## src/rtl/col_pkg.sv

```systemverilog
`default_nettype none
// +----------------------------------------------------------------------------+
// | Package   : col_pkg                                                        |
// | Purpose   : Shared widths and field positions of the column hit word.      |
// |             Hit word = {col_data[26:0], addr_config}; TOT and TOA field    |
// |             positions are given relative to the full 28-bit word.          |
// | Ports     : none (package)                                                 |
// | Revision  : 1.0 - initial release                                          |
// +----------------------------------------------------------------------------+
package col_pkg;

  localparam int COL_WORD_W  = 28;
  localparam int COL_DATA_W  = 27;
  localparam int COL_TOT_LSB = 5;
  localparam int COL_TOT_MSB = 12;
  localparam int COL_TOA_LSB = 18;
  localparam int COL_TOA_MSB = 26;

  typedef logic [COL_WORD_W-1:0] col_word_t;

endpackage : col_pkg
`default_nettype wire

```

## src/rtl/col_fifo_if.sv

```systemverilog
`default_nettype none
// +----------------------------------------------------------------------------+
// | Interface : col_fifo_if                                                    |
// | Purpose   : Write/back-pressure and read-port signals of the column hit    |
// |             FIFO.                                                          |
// | Modports  : slave  - the FIFO (inputs: col_fifo_data, wr_fifo, rd_en)      |
// |             master - upstream column logic plus periphery readout          |
// | Signals   : col_fifo_data[27:0], wr_fifo, fifo_full, rd_en, rd_data[27:0], |
// |             rd_valid, fifo_empty, word_cnt[AW:0],                          |
// |             hit_cnt[15:0] (only with COL_FIFO_HIT_CNT_EN)                  |
// | Revision  : 1.0 - initial release                                          |
// +----------------------------------------------------------------------------+
interface col_fifo_if
  import col_pkg::*;
#(
  parameter int DEPTH = 8
);
  localparam int AW = $clog2(DEPTH);

  col_word_t   col_fifo_data;
  logic        wr_fifo;
  logic        fifo_full;
  logic        rd_en;
  col_word_t   rd_data;
  logic        rd_valid;
  logic        fifo_empty;
  logic [AW:0] word_cnt;
`ifdef COL_FIFO_HIT_CNT_EN
  logic [15:0] hit_cnt;
`endif

  modport slave (
`ifdef COL_FIFO_HIT_CNT_EN
    output hit_cnt,
`endif
    input  col_fifo_data, wr_fifo, rd_en,
    output fifo_full, rd_data, rd_valid, fifo_empty, word_cnt
  );

  modport master (
`ifdef COL_FIFO_HIT_CNT_EN
    input  hit_cnt,
`endif
    output col_fifo_data, wr_fifo, rd_en,
    input  fifo_full, rd_data, rd_valid, fifo_empty, word_cnt
  );

endinterface : col_fifo_if
`default_nettype wire

```

## src/rtl/col_fifo_mem.sv

```systemverilog
`default_nettype none
// +----------------------------------------------------------------------------+
// | Module    : col_fifo_mem                                                   |
// | Purpose   : DEPTH x 28 register array, one synchronous write port and one  |
// |             asynchronous read port. Not reset; the owner's pointers decide |
// |             which entries are meaningful.                                  |
// | Ports     : clk_40MHz - clock                                              |
// |             wr_en/wr_addr/wr_data - write port                             |
// |             rd_addr/rd_data      - read port (combinational)               |
// | Revision  : 1.0 - initial release                                          |
// +----------------------------------------------------------------------------+
module col_fifo_mem
  import col_pkg::*;
#(
  parameter int DEPTH = 8,
  parameter int AW    = $clog2(DEPTH)
) (
  input  wire logic          clk_40MHz,
  input  wire logic          wr_en,
  input  wire logic [AW-1:0] wr_addr,
  input  wire col_word_t     wr_data,
  input  wire logic [AW-1:0] rd_addr,
  output col_word_t          rd_data
);

  col_word_t mem [DEPTH];

  always_ff @(posedge clk_40MHz) begin
    if (wr_en) begin
      mem[wr_addr] <= wr_data;
    end
  end

  // The top level registers this value into rd_data, so the output stays
  // registered even though this port is combinational.
  assign rd_data = mem[rd_addr];

endmodule : col_fifo_mem
`default_nettype wire

```

## src/rtl/col_fifo.sv

```systemverilog
`default_nettype none
// +----------------------------------------------------------------------------+
// | Module    : col_fifo                                                       |
// | Purpose   : Per-column hit buffer behind the end-of-column interface.      |
// |             Stores non-zero hit words that differ from the previously      |
// |             accepted word (upstream holds its word while wr_fifo is high), |
// |             and serves them to the readout through a registered read port. |
// | Ports     : clk_40MHz   - clock, rising edge                               |
// |             rst_n_pixel - asynchronous active-low reset                    |
// |             bus         - col_fifo_if.slave (data, strobes, flags, count)  |
// | Options   : `define COL_FIFO_HIT_CNT_EN adds a saturating 16-bit count of  |
// |             accepted words on bus.hit_cnt.                                 |
// | Revision  : 1.0 - initial release                                          |
// +----------------------------------------------------------------------------+
module col_fifo
  import col_pkg::*;
#(
  parameter int DEPTH = 8,
  parameter int AW    = $clog2(DEPTH)
) (
  input  wire logic   clk_40MHz,
  input  wire logic   rst_n_pixel,
  col_fifo_if.slave   bus
);

  localparam logic [AW:0]   FULL_CNT = (AW+1)'(DEPTH);
  localparam logic [AW:0]   CNT_ONE  = (AW+1)'(1);
  localparam logic [AW-1:0] PTR_ONE  = AW'(1);

  logic [AW-1:0] wr_ptr;
  logic [AW-1:0] rd_ptr;
  col_word_t     last_word;
  col_word_t     mem_rd_data;
  logic          wr_accept;
  logic          rd_pop;
  logic [AW:0]   cnt_nxt;

  // Flags are registered, so both decisions use the pre-edge view: a full
  // FIFO refuses the write even when a pop happens at the same edge, and an
  // empty FIFO ignores a read even when a write happens at the same edge.
  assign wr_accept = bus.wr_fifo && !bus.fifo_full
                     && (bus.col_fifo_data != '0)
                     && (bus.col_fifo_data != last_word);
  assign rd_pop    = bus.rd_en && !bus.fifo_empty;

  always_comb begin
    cnt_nxt = bus.word_cnt;
    case ({wr_accept, rd_pop})
      2'b10:   cnt_nxt = bus.word_cnt + CNT_ONE;
      2'b01:   cnt_nxt = bus.word_cnt - CNT_ONE;
      default: cnt_nxt = bus.word_cnt;
    endcase
  end

  always_ff @(posedge clk_40MHz or negedge rst_n_pixel) begin
    if (!rst_n_pixel) begin
      wr_ptr         <= '0;
      rd_ptr         <= '0;
      last_word      <= '0;
      bus.word_cnt   <= '0;
      bus.fifo_full  <= 1'b0;
      bus.fifo_empty <= 1'b1;
      bus.rd_data    <= '0;
      bus.rd_valid   <= 1'b0;
    end else begin
      if (wr_accept) begin
        wr_ptr    <= wr_ptr + PTR_ONE;
        last_word <= bus.col_fifo_data;
      end
      if (rd_pop) begin
        rd_ptr      <= rd_ptr + PTR_ONE;
        bus.rd_data <= mem_rd_data;
      end
      bus.rd_valid   <= rd_pop;
      bus.word_cnt   <= cnt_nxt;
      bus.fifo_full  <= (cnt_nxt == FULL_CNT);
      bus.fifo_empty <= (cnt_nxt == '0);
    end
  end

  col_fifo_mem #(
    .DEPTH (DEPTH),
    .AW    (AW)
  ) u_mem (
    .clk_40MHz (clk_40MHz),
    .wr_en     (wr_accept),
    .wr_addr   (wr_ptr),
    .wr_data   (bus.col_fifo_data),
    .rd_addr   (rd_ptr),
    .rd_data   (mem_rd_data)
  );

`ifdef COL_FIFO_HIT_CNT_EN
  always_ff @(posedge clk_40MHz or negedge rst_n_pixel) begin
    if (!rst_n_pixel) begin
      bus.hit_cnt <= '0;
    end else if (wr_accept && (bus.hit_cnt != 16'hFFFF)) begin
      bus.hit_cnt <= bus.hit_cnt + 16'd1;
    end
  end
`endif

endmodule : col_fifo
`default_nettype wire

```

## src/flat_wrapper.sv

```systemverilog
// flat-port wrapper written by rule: the top's interface ports become plain ports
module col_fifo_flat import col_pkg::*;
#(
  parameter int DEPTH = 8,
  parameter int AW    = $clog2(DEPTH)
)
  (clk_40MHz, rst_n_pixel, bus_col_fifo_data, bus_wr_fifo, bus_rd_en, bus_fifo_full, bus_rd_data, bus_rd_valid, bus_fifo_empty, bus_word_cnt);
  col_fifo_if #(.DEPTH(DEPTH)) bus_i ();
  input  wire logic clk_40MHz;
  input  wire logic rst_n_pixel;
  input wire logic [$bits(bus_i.col_fifo_data)-1:0] bus_col_fifo_data;
  input wire logic [$bits(bus_i.wr_fifo)-1:0] bus_wr_fifo;
  input wire logic [$bits(bus_i.rd_en)-1:0] bus_rd_en;
  output wire logic [$bits(bus_i.fifo_full)-1:0] bus_fifo_full;
  output wire logic [$bits(bus_i.rd_data)-1:0] bus_rd_data;
  output wire logic [$bits(bus_i.rd_valid)-1:0] bus_rd_valid;
  output wire logic [$bits(bus_i.fifo_empty)-1:0] bus_fifo_empty;
  output wire logic [$bits(bus_i.word_cnt)-1:0] bus_word_cnt;
  assign bus_i.col_fifo_data = bus_col_fifo_data;
  assign bus_i.wr_fifo = bus_wr_fifo;
  assign bus_i.rd_en = bus_rd_en;
  assign bus_fifo_full = bus_i.fifo_full;
  assign bus_rd_data = bus_i.rd_data;
  assign bus_rd_valid = bus_i.rd_valid;
  assign bus_fifo_empty = bus_i.fifo_empty;
  assign bus_word_cnt = bus_i.word_cnt;
  col_fifo #(.DEPTH(DEPTH), .AW(AW)) u_core (.clk_40MHz(clk_40MHz), .rst_n_pixel(rst_n_pixel), .bus(bus_i));
endmodule
```

## config.mk

```make
export PLATFORM = sky130hd
export DESIGN_NAME = col_fifo_flat
export DESIGN_NICKNAME = d
export VERILOG_FILES = /design/src/rtl/col_pkg.sv /design/src/rtl/col_fifo_if.sv /design/src/rtl/col_fifo_mem.sv /design/src/rtl/col_fifo.sv /design/src/flat_wrapper.sv
export SDC_FILE = /design/constraint.sdc
export NUM_CORES = 1
export LEC_CHECK = 0
export ABC_AREA = 1
export BUFFER_PORTS_ARGS = -buffer_cell sky130_fd_sc_hd__buf_4
export CAP_MARGIN = 20
export CORE_UTILIZATION = 35
export DETAILED_ROUTE_END_ITERATION = 12
export HOLD_SLACK_MARGIN = 0.15
export PLACE_DENSITY = 0.53
export SLEW_MARGIN = 20
export SYNTH_ARGS = -nofsm -noshare
export SYNTH_HDL_FRONTEND = slang
export SYNTH_SLANG_ARGS = --single-unit
```

## constraint.sdc

```tcl
create_clock -name clk_40MHz -period 3.2 [get_ports clk_40MHz]
set_input_delay 0.64 -clock clk_40MHz [delete_from_list [all_inputs] [get_ports clk_40MHz]]
set_output_delay 0.64 -clock clk_40MHz [all_outputs]
set_load 0.02 [all_outputs]
```

==> results of run 1 <==
==> registers in the layout (all words and copies together) (netlist names) <==
| register | flops |
|---|---|
| u_core.bus.rd_data | 28 |
| u_core.bus.fifo_full | 1 |
| u_core.bus.rd_valid | 1 |
| u_core.wr_ptr | 3 |
| u_core.bus.word_cnt | 4 |
| u_core.rd_ptr | 3 |
| u_core.u_mem.mem | 224 |
| u_core.last_word | 28 |
| u_core.bus.fifo_empty | 1 |
==> per-layer routing <==
layer | global-route usage | up-vias | wire [um]
li1 | - | 3641 | -
met3 | 0.0284 | 56 | 1390
met1 | 0.259 | 3816 | 14600
met5 | 0 | - | 0
met4 | 0.0613 | 0 | 781
met2 | 0.284 | 213 | 14000
==> layout make-up <==
type / instances / share of cell area
flip-flops and latches: 293 / 0.598
clock inverters: 12 / 0.00708
inverters: 22 / 0.00593
clock buffers: 50 / 0.0711
well taps: 448 / 0.0397
repair buffers: 105 / 0.0613
multi-input cells: 600 / 0.217
==> critical path: stages, from the launching register on <==
cell     delay [ns]
dfrtp_1        0.39
xnor2_1        0.15
nand2_1        0.08
nor2_1         0.28
nand2_1        0.11
nor2_1         0.13
nand2_2        0.08
nand2_4        0.20
ha_1           0.27
xor2_1         0.21
ha_1           0.18
a21oi_1        0.05
xnor2_1        0.14
nand2_1        0.06
o21a_1         0.13
nand2_1        0.07
nor2_1         0.11
==> report_power, final <==
group	leakage, uW	total [uW]	switching, uW	internal, uW
clock	0.000541	3800	1530	2270
sequential	0.00287	5210	348	4860
combinational	0.00185	4130	2760	1370
total	0.00526	13100	4630	8510
==> final timing paths <==
check / slack, ns / end / cells past startpoint
setup reg to reg: 0.48 / u_core.bus.fifo_empty$_DFF_PN1_ / 16
min in group clk_40MHz: 0.40 / u_core.u_mem.mem[1][9]$_DFFE_PP_ / 1
max in group asynchronous: 2.31 / u_core.bus.rd_data[22]$_DFFE_PN0P_ / 2
setup / recovery: 0.48 / u_core.bus.fifo_empty$_DFF_PN1_ / 16
hold / removal: 0.20 / u_core.last_word[20]$_DFFE_PN0P_ / 1
hold reg to reg: 0.48 / u_core.bus.rd_data[16]$_DFFE_PN0P_ / 2
==> stage by stage <==
stage | power, uW | cells | worst slack [ns]
floorplan | 7870 | 971 | 0.287
global placement | 9390 | 1466 | 0.181
detailed placement | 9470 | 1468 | 0.131
CTS | 13300 | 1530 | 0.507
global route | 13900 | 1530 | 0.157
finish | 13100 | 1530 | 0.480
==> cell usage in the layout, fill, tap and decap left out, types with 3 or more instances in the layout <==
cell / instances
o211ai_1: 5
xnor2_1: 27
edfxtp_1: 224
clkbuf_1: 10
nor2_1: 137
xor2_1: 5
o21ai_1: 18
ha_1: 5
o22ai_1: 6
nand2_1: 171
o21ai_0: 95
buf_12: 3
nor2_4: 9
o221ai_1: 50
clkinv_2: 8
clkbuf_8: 3
nor2_2: 5
buf_4: 100
clkbuf_16: 37
dfrtp_1: 67
nand3_1: 61
inv_1: 19
==> logic make-up (layout without fill, tap and decap cells) <==
kind of cell	Yosys count	after routing	synth area share
XOR/XNOR	32	32	0.0237
adder cells (fa/ha/maj)	5	5	0.00528
buffers and inverters	78	189	0.0337
AND/OR/NAND/NOR	386	386	0.131
AO/OA/AOI/OAI	177	177	0.0931
flip-flops	293	293	0.713
==> metrics.md, run 1 <==
| Metric | Value |
|---|---|
| DIE HEIGHT | `186 um` |
| Ratio of cells with drive above 1 in the final layout | `0.165` |
| DP Wirelength | `about 18000 um` |
| Root Buffer | `clkbuf_16` |
| Number of global-route vias before repair | `7543` |
| Antenna cells | `0` |
| DR vias | `7726` |
| Top cell types by occurrence after synthesis | `edfxtp_1, nand2_1, nor2_1, o21ai_0, dfrtp_1` |
| Inserted Clock Buffers | `34` |
| Hold_ws | `0.197 ns` |
| Status | `completed` |
| Register area | `0.00846 mm2` |
| Post-synth EDFFs | `around 220` |
| Yosys warns | `0` |
| WP data arrival | `3.15 ns` |
| Pins Over Slew Limit | `0` |
| RePlAce Congestion | `0.738` |
| Slew @ Worst Pin | `0.911 ns` |
| Fin nets | `1093` |
| Syn_nets | `just over 1000` |
| Async set or reset register ratio after synthesis | `0.235` |
| Initial DRC Count | `609` |
| RR Startpoint | `u_core.last_word[2]$_DFFE_PN0P_` |
| Tot GR Track Use | `0.182` |
| Final instance area | `about 0.014 mm2` |
| GRT Residual Overflow | `0` |
| Crit path required time | `3.63 ns` |
| Clk pin slew, worst setup/hold paths | `0.06 ns` |
| IO Pins | `67` |
| Initial Util | `0.354` |
| Global-route wire length before repair | `between 40000 and 50000 um` |
| Synth area leaders | `edfxtp_1, dfrtp_1, nand2_1, nor2_1, o21ai_0` |
| CORE AREA | `0.0334 mm2` |
| Rows | `67` |
| Post-Synthesis Mean Instance Area | `between 10 and 15 um2` |
| Post-CTS Setup Inserts | `0` |
| RSZ-0062 raised after global routing | `no` |
| Die width | `186 um` |
| Post-Synthesis Cells | `971` |
| CP Max Fanout | `13` |
| Post-CTS sizing | `0` |
| CTS hold repair buffers | `0` |
| DR DRC count | `0` |
| Post-synth top flop | `edfxtp_1` |
| Synth Cell Area | `0.0119 mm2` |
| Remaining antenna violation count | `0` |
| Critical path capture point type | `flop` |
| Max-Cap Viols | `0` |
| CP startpoint | `u_core.last_word[2]$_DFFE_PN0P_` |
| VDD IR max | `a little under 0.5 mV` |
| Via density | `5.05` |
| Initial antenna violation count | `0` |
| Maximum number of pins on one net before global-route repair | `115` |
| Filler cell count | `3132` |
| Tmin final | `2.72 ns` |
| Period utilisation layout | `0.850` |
| Sink Count | `a little under 300` |
| Post-synthesis sequential element count | `293` |
| Sequential fraction of the synthesis area | `0.713` |
| Final hold violation count | `0` |
| Count of cell types in the netlist | `29` |
| Most frequent cell after synthesis | `edfxtp_1` |
| CTS tree | `yes` |
| Clock Tree Buf Depth | `3` |
| Wire length per cell | `20.1 um` |
| Synth area leader | `edfxtp_1` |
| Type of origin of the critical path | `flop` |
| Hold Crit Class | `input pin to asynchronous set/reset pin` |
| TritonRoute pass-1 iters | `5` |
| Fmax | `between 0.3 and 0.4 GHz` |
| Leak | `0.00526 uW` |
| Final Core Density | `0.423` |
| Clk_lat worst skew | `0.51 ns` |
| H-Tree Depth | `2` |
| Fin Clk Skew | `0.0212 ns` |
| Syn-to-layout area delta | `19.3%` |
| Setup-failing EPs final | `0` |
| Multi-input gate area | `0.00306 mm2` |
| Die area | `0.0346 mm2` |
| Placed Area | `0.0130 mm2` |
| PortBufs | `66` |
| Post-Route WL | `30800 um` |
| Rel. slew slack | `0.392` |
| PwrDens | `930 mW/mm2` |
| Critical path class | `flop to flop` |
| Setup_tns | `0 ns` |
| Post-synth top area share | `0.568` |
Note: power is estimated with default switching activity, not from simulation.
==> run 2: changes to the inputs <==
--- a/config.mk
+++ b/config.mk
@@ -11,7 +11,7 @@
 export CORE_UTILIZATION = 35
 export DETAILED_ROUTE_END_ITERATION = 12
 export HOLD_SLACK_MARGIN = 0.15
-export PLACE_DENSITY = 0.53
+export PLACE_DENSITY = 0.54
 export SLEW_MARGIN = 20
 export SYNTH_ARGS = -nofsm -noshare
 export SYNTH_HDL_FRONTEND = slang
==> constraint.sdc (replaced) <==
create_clock -name clk_40MHz -period 2.31 [get_ports clk_40MHz]
set_input_delay 0.462 -clock clk_40MHz [delete_from_list [all_inputs] [get_ports clk_40MHz]]
set_output_delay 0.462 -clock clk_40MHz [all_outputs]
set_load 0.02 [all_outputs]
==> metrics.md, run 2 (synthesis results as in run 1) <==
| Metric | Value |
|---|---|
| Status | `finished with violations` |
| Failing checks | `design-rule violations` |
| Crit path required time | `about 2.8 ns` |
| RePlAce Congestion | `0.742` |
| Top flop regs | `u_core.u_mem.mem (224), u_core.bus.rd_data (28), u_core.last_word (28)` |
| Slew @ Worst Pin | `around 0.56 ns` |
| Critical path class | `flop to flop` |
| Type of origin of the critical path | `flop` |
| Die area | `0.0346 mm2` |
| Hold Crit Class | `input pin to flop` |
| Clk pin slew, worst setup/hold paths | `around 0.06 ns` |
| Uppermost layer routed | `met4` |
| Layout Cells excl Fill | `approximately 1600` |
| Clk_lat worst skew | `0.56 ns` |
| Setup-failing EPs final | `0` |
| IO Pins | `67` |
| VDD IR max | `approximately 0.60 mV` |
| CP startpoint | `u_core.last_word[2]$_DFFE_PN0P_` |
| Critical path capture point type | `flop` |
| DIE HEIGHT | `186 um` |
| CORE AREA | `0.0334 mm2` |
| Rows | `67` |
| WL met2 | `14600 um` |
| Syn-to-layout area delta | `23.8%` |
| Root Buffer | `clkbuf_16` |
| Fin Clk Skew | `0.0226 ns` |
| DP Wirelength | `17900 um` |
| Most frequent cells in the layout | `edfxtp_1, nand2_1, nor2_1, buf_4, o21ai_0` |
| Hold_ws | `0.182 ns` |
| Period utilisation layout | `0.995` |
| Global-route wire length before repair | `45800 um` |
| Fin nets | `1140` |
| Via density | `4.99` |
| Inserted Clock Buffers | `31` |
| GRT Residual Overflow | `0` |
| Fmax | `0.435 GHz` |
| DR vias | `between 7000 and 8000` |
| Ratio of cells with drive above 1 in the final layout | `0.207` |
| WP data arrival | `between 2 and 3 ns` |
| TritonRoute pass-1 iters | `9` |
| Maximum number of pins on one net before global-route repair | `between 100 and 150` |
| HP Start | `bus_col_fifo_data[24]` |
| Antenna cells | `0` |
| Leak | `between 0.005 and 0.006 uW` |
| WL met1 | `13800 um` |
| Remaining antenna violation count | `0` |
| Sink Count | `293` |
| Pins Over Slew Limit | `0` |
| H-Tree Depth | `1` |
| DR DRC count | `2` |
| Clock Tree Buf Depth | `3` |
| Met3 routed WL | `1300 um` |
| Initial antenna violation count | `0` |
| Number of flip-flops in the largest register | `~220` |
| PwrDens | `1240 mW/mm2` |
| Initial Util | `0.354` |
| Number of global-route vias before repair | `just under 8000` |
| PortBufs | `66` |
| PnR worst setup slack | `0.0107 ns` |
| Largest Register | `u_core.u_mem.mem` |
| Max-Cap Viols | `0` |
| Final hold violation count | `0` |
| Tot GR Track Use | `0.176` |
| DP Worst Slack | `-0.312 ns` |
| CTS tree | `yes` |
| CP Max Fanout | `3` |
| RR Startpoint | `u_core.last_word[2]$_DFFE_PN0P_` |
| RSZ-0062 raised after global routing | `yes` |
| Wire length per cell | `between 15 and 20 um` |
| Tmin final | `2.30 ns` |
| Initial DRC Count | `approximately 680` |
| Commonest non-fill, non-tap cell in the layout | `edfxtp_1` |
| Placed cell count | `about 1500` |
| Die width | `around 190 um` |
| Post-Route WL | `30100 um` |
| Rel. slew slack | `0.628` |
run 2: final timing paths:
kind,slack (ns),depth (start not counted),to
setup reg to reg,0.01,17,u_core.bus.fifo_full$_DFF_PN0_
hold / removal,0.18,3,u_core.last_word[24]$_DFFE_PN0P_
max in group asynchronous,1.46,3,u_core.bus.fifo_empty$_DFF_PN1_
hold reg to reg,0.48,2,u_core.bus.rd_data[11]$_DFFE_PN0P_
setup / recovery,0.01,17,u_core.bus.fifo_full$_DFF_PN0_
min in group asynchronous,0.29,2,u_core.bus.rd_data[5]$_DFFE_PN0P_
run 2: critical path, stage by stage, from the launching register on:
cell	delay, ns
dfrtp_1	0.38
xnor2_1	0.15
nand2_1	0.07
nor2_1	0.12
buf_4	0.15
nand2_2	0.06
nor2_2	0.09
nand2_2	0.08
nand2_4	0.09
ha_4	0.14
xor2_2	0.15
ha_2	0.20
a21oi_2	0.04
xnor2_1	0.17
nand2_1	0.07
o21a_1	0.12
nand2_2	0.07
nor2_2	0.04
run 2: layer usage:
layer	global-route usage	up-vias
met2	0.296	168
met3	0.0198	31
li1	-	3730
met4	0.0364	0
met5	0	-
met1	0.246	3934
run 2: layout make-up:
type / instances / area, um2
Tap cell: 448 / 561
Sequential cell: 293 / 8460
Clock inverter: 13 / 146
Inverter: 22 / 82.6
Clock buffer: 45 / 888
Timing Repair Buffer: 155 / 1410
Multi-Input combinational cell: 600 / 3120
Fill cell: 3070 / 18800
run 2: power breakdown:
part / switching, uW / internal, uW
combinational: 3850 / 2180
sequential: 450 / 6730
clock: 1990 / 2990
run 2: stage by stage:
stage          cell area, um2  power, uW   util  TNS [ns]
2_1_floorplan           11900      10900      -    -59.64
3_3_place_gp            13400      13200  0.401    -39.14
3_5_place_dp            13400      13300  0.401    -39.25
4_1_cts                 14500      18300  0.434  -0.00387
5_1_grt                 14700      19200  0.438     -1.33
6_report                14700      18200  0.438         0
run 2: repair_timing:
item / CTS / global route
endpoints found under the setup margin: 86 / 222
hold endpoints to repair: 69 / 0
resized for setup: 9 / 7
pin swaps: 12 / 6
setup buffers: 1 / 7
gates cloned: 0 / 3
hold buffers: 2 / 0
